<file path="src/rtl/acc_batch_ctrl.sv">
// Batch controller: launches the engine until BATCH results are in the FIFO, then
// hands them to the consumer one per read edge, with optional overlapped drain and a watchdog.
module acc_batch_ctrl #(
    parameter int BATCH   = 8,
    parameter int CNT_W   = 4,
    parameter int OVERLAP = 0,
    parameter int TMO     = 255,
    parameter int TMO_W   = 8
) (
    input  logic             clk,
    input  logic             rst,
    input  logic             start,
    input  logic             abort,
    input  logic             eng_done,
    input  logic             full,
    input  logic             empty,
    input  logic             read,
    output logic             eng_start,
    output logic             wr_req,
    output logic             rd_req,
    output logic             rst_fifo,
    output logic             busy,
    output logic             finished,
    output logic             err_timeout,
    output logic [CNT_W-1:0] level
);

    typedef enum logic [2:0] {
        S_IDLE,
        S_ARM,
        S_LAUNCH,
        S_CALC,
        S_STORE,
        S_DRAIN,
        S_DONE,
        S_ERR
    } state_t;

    localparam logic [CNT_W-1:0] BATCH_C = CNT_W'(BATCH);
    localparam logic [TMO_W-1:0] TMO_C   = TMO_W'(TMO);
    localparam bit               OVL     = (OVERLAP != 0);

    state_t             r_state;
    logic [CNT_W-1:0]   r_wr_cnt;
    logic [CNT_W-1:0]   r_rd_cnt;
    logic [TMO_W-1:0]   r_timer;
    logic               r_read_q;
    logic               r_err;

    logic               w_read_rise;
    logic               w_rd_window;
    logic               w_tmo_hit;
    logic [TMO_W-1:0]   w_timer_inc;
    logic [CNT_W-1:0]   w_wr_next;
    logic [CNT_W-1:0]   w_rd_next;

    // Reads are legal only while draining, or while computing too when overlap is enabled.
    always_comb begin
        w_rd_window = 1'b0;
        if (r_state == S_DRAIN) begin
            w_rd_window = 1'b1;
        end else if (OVL && (r_state inside {S_LAUNCH, S_CALC, S_STORE})) begin
            w_rd_window = 1'b1;
        end
    end

    assign w_read_rise = read & ~r_read_q;
    assign wr_req      = (r_state == S_CALC) & eng_done & ~full & ~abort;
    assign rd_req      = w_rd_window & w_read_rise & ~empty & ~abort;
    assign w_wr_next   = r_wr_cnt + {{(CNT_W-1){1'b0}}, wr_req};
    assign w_rd_next   = r_rd_cnt + {{(CNT_W-1){1'b0}}, rd_req};
    assign w_timer_inc = r_timer + TMO_W'(1);
    assign w_tmo_hit   = (TMO != 0) && (w_timer_inc == TMO_C);

    assign eng_start   = (r_state == S_LAUNCH);
    assign rst_fifo    = (r_state == S_IDLE);
    assign busy        = (r_state != S_IDLE);
    assign finished    = (r_state == S_DONE);
    assign err_timeout = r_err;
    assign level       = r_wr_cnt - r_rd_cnt;

    always_ff @(posedge clk or posedge rst) begin
        if (rst) begin
            r_state  <= S_IDLE;
            r_wr_cnt <= '0;
            r_rd_cnt <= '0;
            r_timer  <= '0;
            r_read_q <= 1'b0;
            r_err    <= 1'b0;
        end else begin
            r_read_q <= read;
            r_wr_cnt <= w_wr_next;
            r_rd_cnt <= w_rd_next;
            if (abort) begin
                r_state  <= S_IDLE;
                r_wr_cnt <= '0;
                r_rd_cnt <= '0;
                r_timer  <= '0;
                r_err    <= 1'b0;
            end else begin
                case (r_state)
                    S_IDLE: begin
                        r_wr_cnt <= '0;
                        r_rd_cnt <= '0;
                        r_err    <= 1'b0;
                        if (start) r_state <= S_ARM;
                    end
                    // Launch on release of start so a held button does not re-trigger.
                    S_ARM: begin
                        if (!start) r_state <= S_LAUNCH;
                    end
                    S_LAUNCH: begin
                        r_timer <= '0;
                        r_state <= S_CALC;
                    end
                    S_CALC: begin
                        r_timer <= w_timer_inc;
                        if (eng_done) begin
                            r_state <= full ? S_DRAIN : S_STORE;
                        end else if (w_tmo_hit) begin
                            r_state <= S_ERR;
                            r_err   <= 1'b1;
                        end
                    end
                    S_STORE: begin
                        if (r_wr_cnt == BATCH_C || full) r_state <= S_DRAIN;
                        else                              r_state <= S_LAUNCH;
                    end
                    S_DRAIN: begin
                        if (w_rd_next == r_wr_cnt) r_state <= S_DONE;
                    end
                    S_DONE: begin
                        r_state <= S_IDLE;
                    end
                    S_ERR: begin
                        if (start) begin
                            r_state <= S_IDLE;
                            r_err   <= 1'b0;
                        end
                    end
                    default: r_state <= S_IDLE;
                endcase
            end
        end
    end

endmodule

</file>
<file path="config.mk">
export PLATFORM = sky130hd
export DESIGN_NAME = acc_batch_ctrl
export DESIGN_NICKNAME = d
export VERILOG_FILES = /design/src/rtl/acc_batch_ctrl.sv
export SDC_FILE = /design/constraint.sdc
export NUM_CORES = 1
export LEC_CHECK = 0
export ABC_CLOCK_PERIOD_IN_PS = 2400
export CELL_PAD_IN_SITES_DETAIL_PLACEMENT = 0
export CELL_PAD_IN_SITES_GLOBAL_PLACEMENT = 1
export CORE_ASPECT_RATIO = 2
export CORE_UTILIZATION = 37
export DETAILED_ROUTE_END_ITERATION = 16
export GPL_TIMING_DRIVEN = 0
export PLACE_DENSITY_LB_ADDON = 0.1
export SETUP_SLACK_MARGIN = 0.15
export SKIP_CTS_REPAIR_TIMING = 1
export SLEW_MARGIN = 20
export SYNTH_ARGS = -nofsm -noshare
export SYNTH_HDL_FRONTEND = slang
export SYNTH_SLANG_ARGS = --single-unit
</file>
<file path="constraint.sdc">
create_clock -name clk -period 2.4 [get_ports clk]
set_clock_uncertainty 0.2 [all_clocks]
set_input_delay 0.36 -clock clk [delete_from_list [all_inputs] [get_ports clk]]
set_output_delay 0.36 -clock clk [all_outputs]
set_load 0.05 [all_outputs]
</file>
==> flow_metrics.tcl <==
set metrics [dict create \
    worstHoldEndpoint "r_read_q" \
    first_pass_iters 4 \
    grt_max_degree 22 \
    crit_family "simple AND/OR/NAND/NOR gates" \
    initial_utilization 0.385 \
    postPlaceCellArea_mm2 0.00173 \
    cts_buffers 3 \
    post-route-min-period_ns 2.60 \
    critPathBufInv 0 \
    yosysWarnings 0 \
    yosysMostFrequentCell "dfrtp_1" \
    n_antenna_cell 0 \
    cts_root_buffer "clkbuf_8" \
    synth_common_cells "dfrtp_1, o21ai_0, nor2_1" \
    grt_pass1_vias 1158 \
    end_kind "register" \
    p_per_area_mw_per_mm2 548 \
    setup_violations 2 \
    postSynthCellCount 151 \
    final_max_slew_viol_count 0 \
    critical_path.max_stage_delay_ns 0.37 \
    route.detailed.drc 0 \
    crit_chain "nand2b_4 -> nor4_4 -> ha_2 -> ha_4 -> xor2_1 -> nor3_1 -> a31oi_1 -> o21ba_4 -> mux2_4" \
    clock_latency_ns 0.27 \
    final_area_mm2 0.00190 \
    run_status "finished with violations" \
    ys_seq_area_frac 0.383 \
    min_from "read" \
    drv_cap 0 \
    gp_congestion 0.738 \
    avgSynthCellArea_um2 9.10 \
    period_share 1.08 \
    worst-path-max-fanout 2 \
    chipHeight_um 88.2 \
    die_area_mm2 0.00398 \
    worstReg2RegEnd "r_state[1]" \
    reg2reg_from "r_read_q" \
    die_w_um 45.1 \
    synth_edf_count 0 \
    start_kind "register" \
    grt_first_pass_wirelength_mm 5.24 \
    nFillCells 357 \
    fin_ws_ns -0.203 \
    drive_above_1_share 0.302 \
    synth.top_cell.area_share 0.383 \
    synth_area_leaders "dfrtp_1, ha_1, xor2_1" \
    io_pins 19 \
    areaGrowthSynthToFinish_pct 38.3 \
    r2r_slack_ns -0.20 \
    cts_tree "done" \
    p_total_mw 1.04 \
    grt_util_all_layers 0.186 \
    portBuffers 18 \
    cts_buffer_depth 2 \
    worst_path_max_delay_cell "dfrtp_1" \
    yosysTopAreaCell "dfrtp_1" \
    max_freq_mhz 384 \
    hold_viol_final 0 \
    synth_seq_cells 21 \
    nets 201 \
    worst_pin_slew_ns 0.844 \
    critPathRequiredTime_ns 2.36 \
    ir_worst_vdd_v 0.000328 \
    core_mm2 0.00357 \
    dpl.hpwl_mm 2.52 \
    viasPerCell 5.21 \
    wire_per_inst_um 14.6 \
    synth_nets 169 \
    drt_iter0_markers 21 \
    worstHoldPathCells 1 \
    synth_cell_types 38 \
    rsz0062_at_grt "yes" \
    hold_path_class "input pin to register" \
    violations "setup timing" \
    ant_nets 0 \
    tns_ns -0.262 \
    async_reset_ff_frac 1.00 \
    total_leakage_power_nw 0.918 \
    crit_type "register to register" \
    placementRows 31 \
    ys.flop_type "dfrtp_1" \
    maxSlewHeadroom 0.437 \
    antenna_found_initial 0 \
    synth.cell_area_mm2 0.00137 \
    drt_wl_total_mm 3.36 \
    grt.overflow.total 0 \
    vias 1204 \
    numClockSinks 21 \
    clk_pin_slew_ns 0.08 \
    htree_num_levels 1 \
    critPathArrivalTime_ns 2.56 \
    ff2ff_path_depth 9 \
]
how the worst max path moves through the flow:
stage / start / endpoint / cells past startpoint / slack (ns)
finish: r_read_q / r_state[1] / 9 / -0.20
global route: r_read_q / r_state[1] / 9 / -0.28
CTS: abort / wr_req / 6 / -0.92
detailed placement: abort / wr_req / 6 / -0.92
global placement: abort / wr_req / 6 / -0.93
floorplan: abort / r_state[1] / 9 / -0.59
per-layer routing:
layer / wire [um] / global-route usage / part of all wire / vias to the layer above
met4: 94 / 0.105 / 0.028 / 0
met2: 1930 / 0.349 / 0.58 / 18
met3: 69 / 0.0206 / 0.021 / 7
met5: 0 / 0 / 0 / -
met1: 1260 / 0.184 / 0.38 / 597
li1: - / - / - / 582
cells in the final DEF (no fill, tap or decap), types with 2 or more instances in the layout:
| cell type | count |
|---|---|
| a21o_1 | 2 |
| dfrtp_2 | 6 |
| ha_2 | 2 |
| o21ai_0 | 15 |
| nand2b_1 | 2 |
| dfrtp_1 | 15 |
| ha_1 | 5 |
| nor3_1 | 4 |
| nand3_1 | 4 |
| buf_4 | 9 |
| nand2b_4 | 4 |
| nand3b_1 | 2 |
| clkdlybuf4s50_1 | 5 |
| a21oi_1 | 4 |
| inv_1 | 9 |
| buf_6 | 4 |
| clkbuf_8 | 3 |
| nor2_1 | 13 |
| xnor2_1 | 2 |
| ha_4 | 2 |
| nor2b_1 | 2 |
| clkbuf_2 | 4 |
| or3_1 | 2 |
| and2_1 | 4 |
| dlymetal6s2s_1 | 6 |
| nand2_1 | 6 |
| xor2_1 | 11 |
| a31oi_1 | 3 |
| inv_2 | 3 |
logic make-up (layout without fill, tap and decap cells):
logic type      count (synthesis)  count (layout)  synth area share
xor+xnor                       15              15            0.0956
mux                             2               2            0.0164
compound gates                 33              33             0.150
flops                          21              21             0.383
buf+inv                        15              46            0.0410
simple gates                   55              55             0.218
fa+ha+maj                      10              10            0.0965
area by class of cell:
class	count	area, um^2	area share
plain buffers	3	23.8	0.0125
clock buffers	3	41.3	0.0217
clock inverters	1	5.00	0.00264
inverters	12	45.0	0.0237
multi-input cells	115	937	0.493
flip-flops and latches	21	533	0.281
well taps	49	61.3	0.0323
repair buffers	27	253	0.133
registers in the layout, indices dropped and copies added, names as in the netlist:
name and cells:
r_state 3, r_rd_cnt 4, r_timer 8, r_wr_cnt 4
r_read_q 1, err_timeout 1
through the flow:
step / instances / worst slack, ns / utilization / hold slack, ns
floorplan: 151 / -0.592 / - / 0.136
global placement: 218 / -0.928 / 0.485 / 0.326
detailed placement: 218 / -0.924 / 0.485 / 0.340
CTS: 222 / -0.922 / 0.498 / 0.359
global route: 231 / -0.282 / 0.532 / 0.0912
finish: 231 / -0.203 / 0.532 / 0.0925
report_power, final:
group	internal, mW	switching (mW)	leakage, nW
Combinational	0.145	0.257	0.614
Clock	0.116	0.130	0.0255
Sequential	0.371	0.0217	0.279
Total	0.632	0.409	0.918
(Power assumes the default switching activity.)
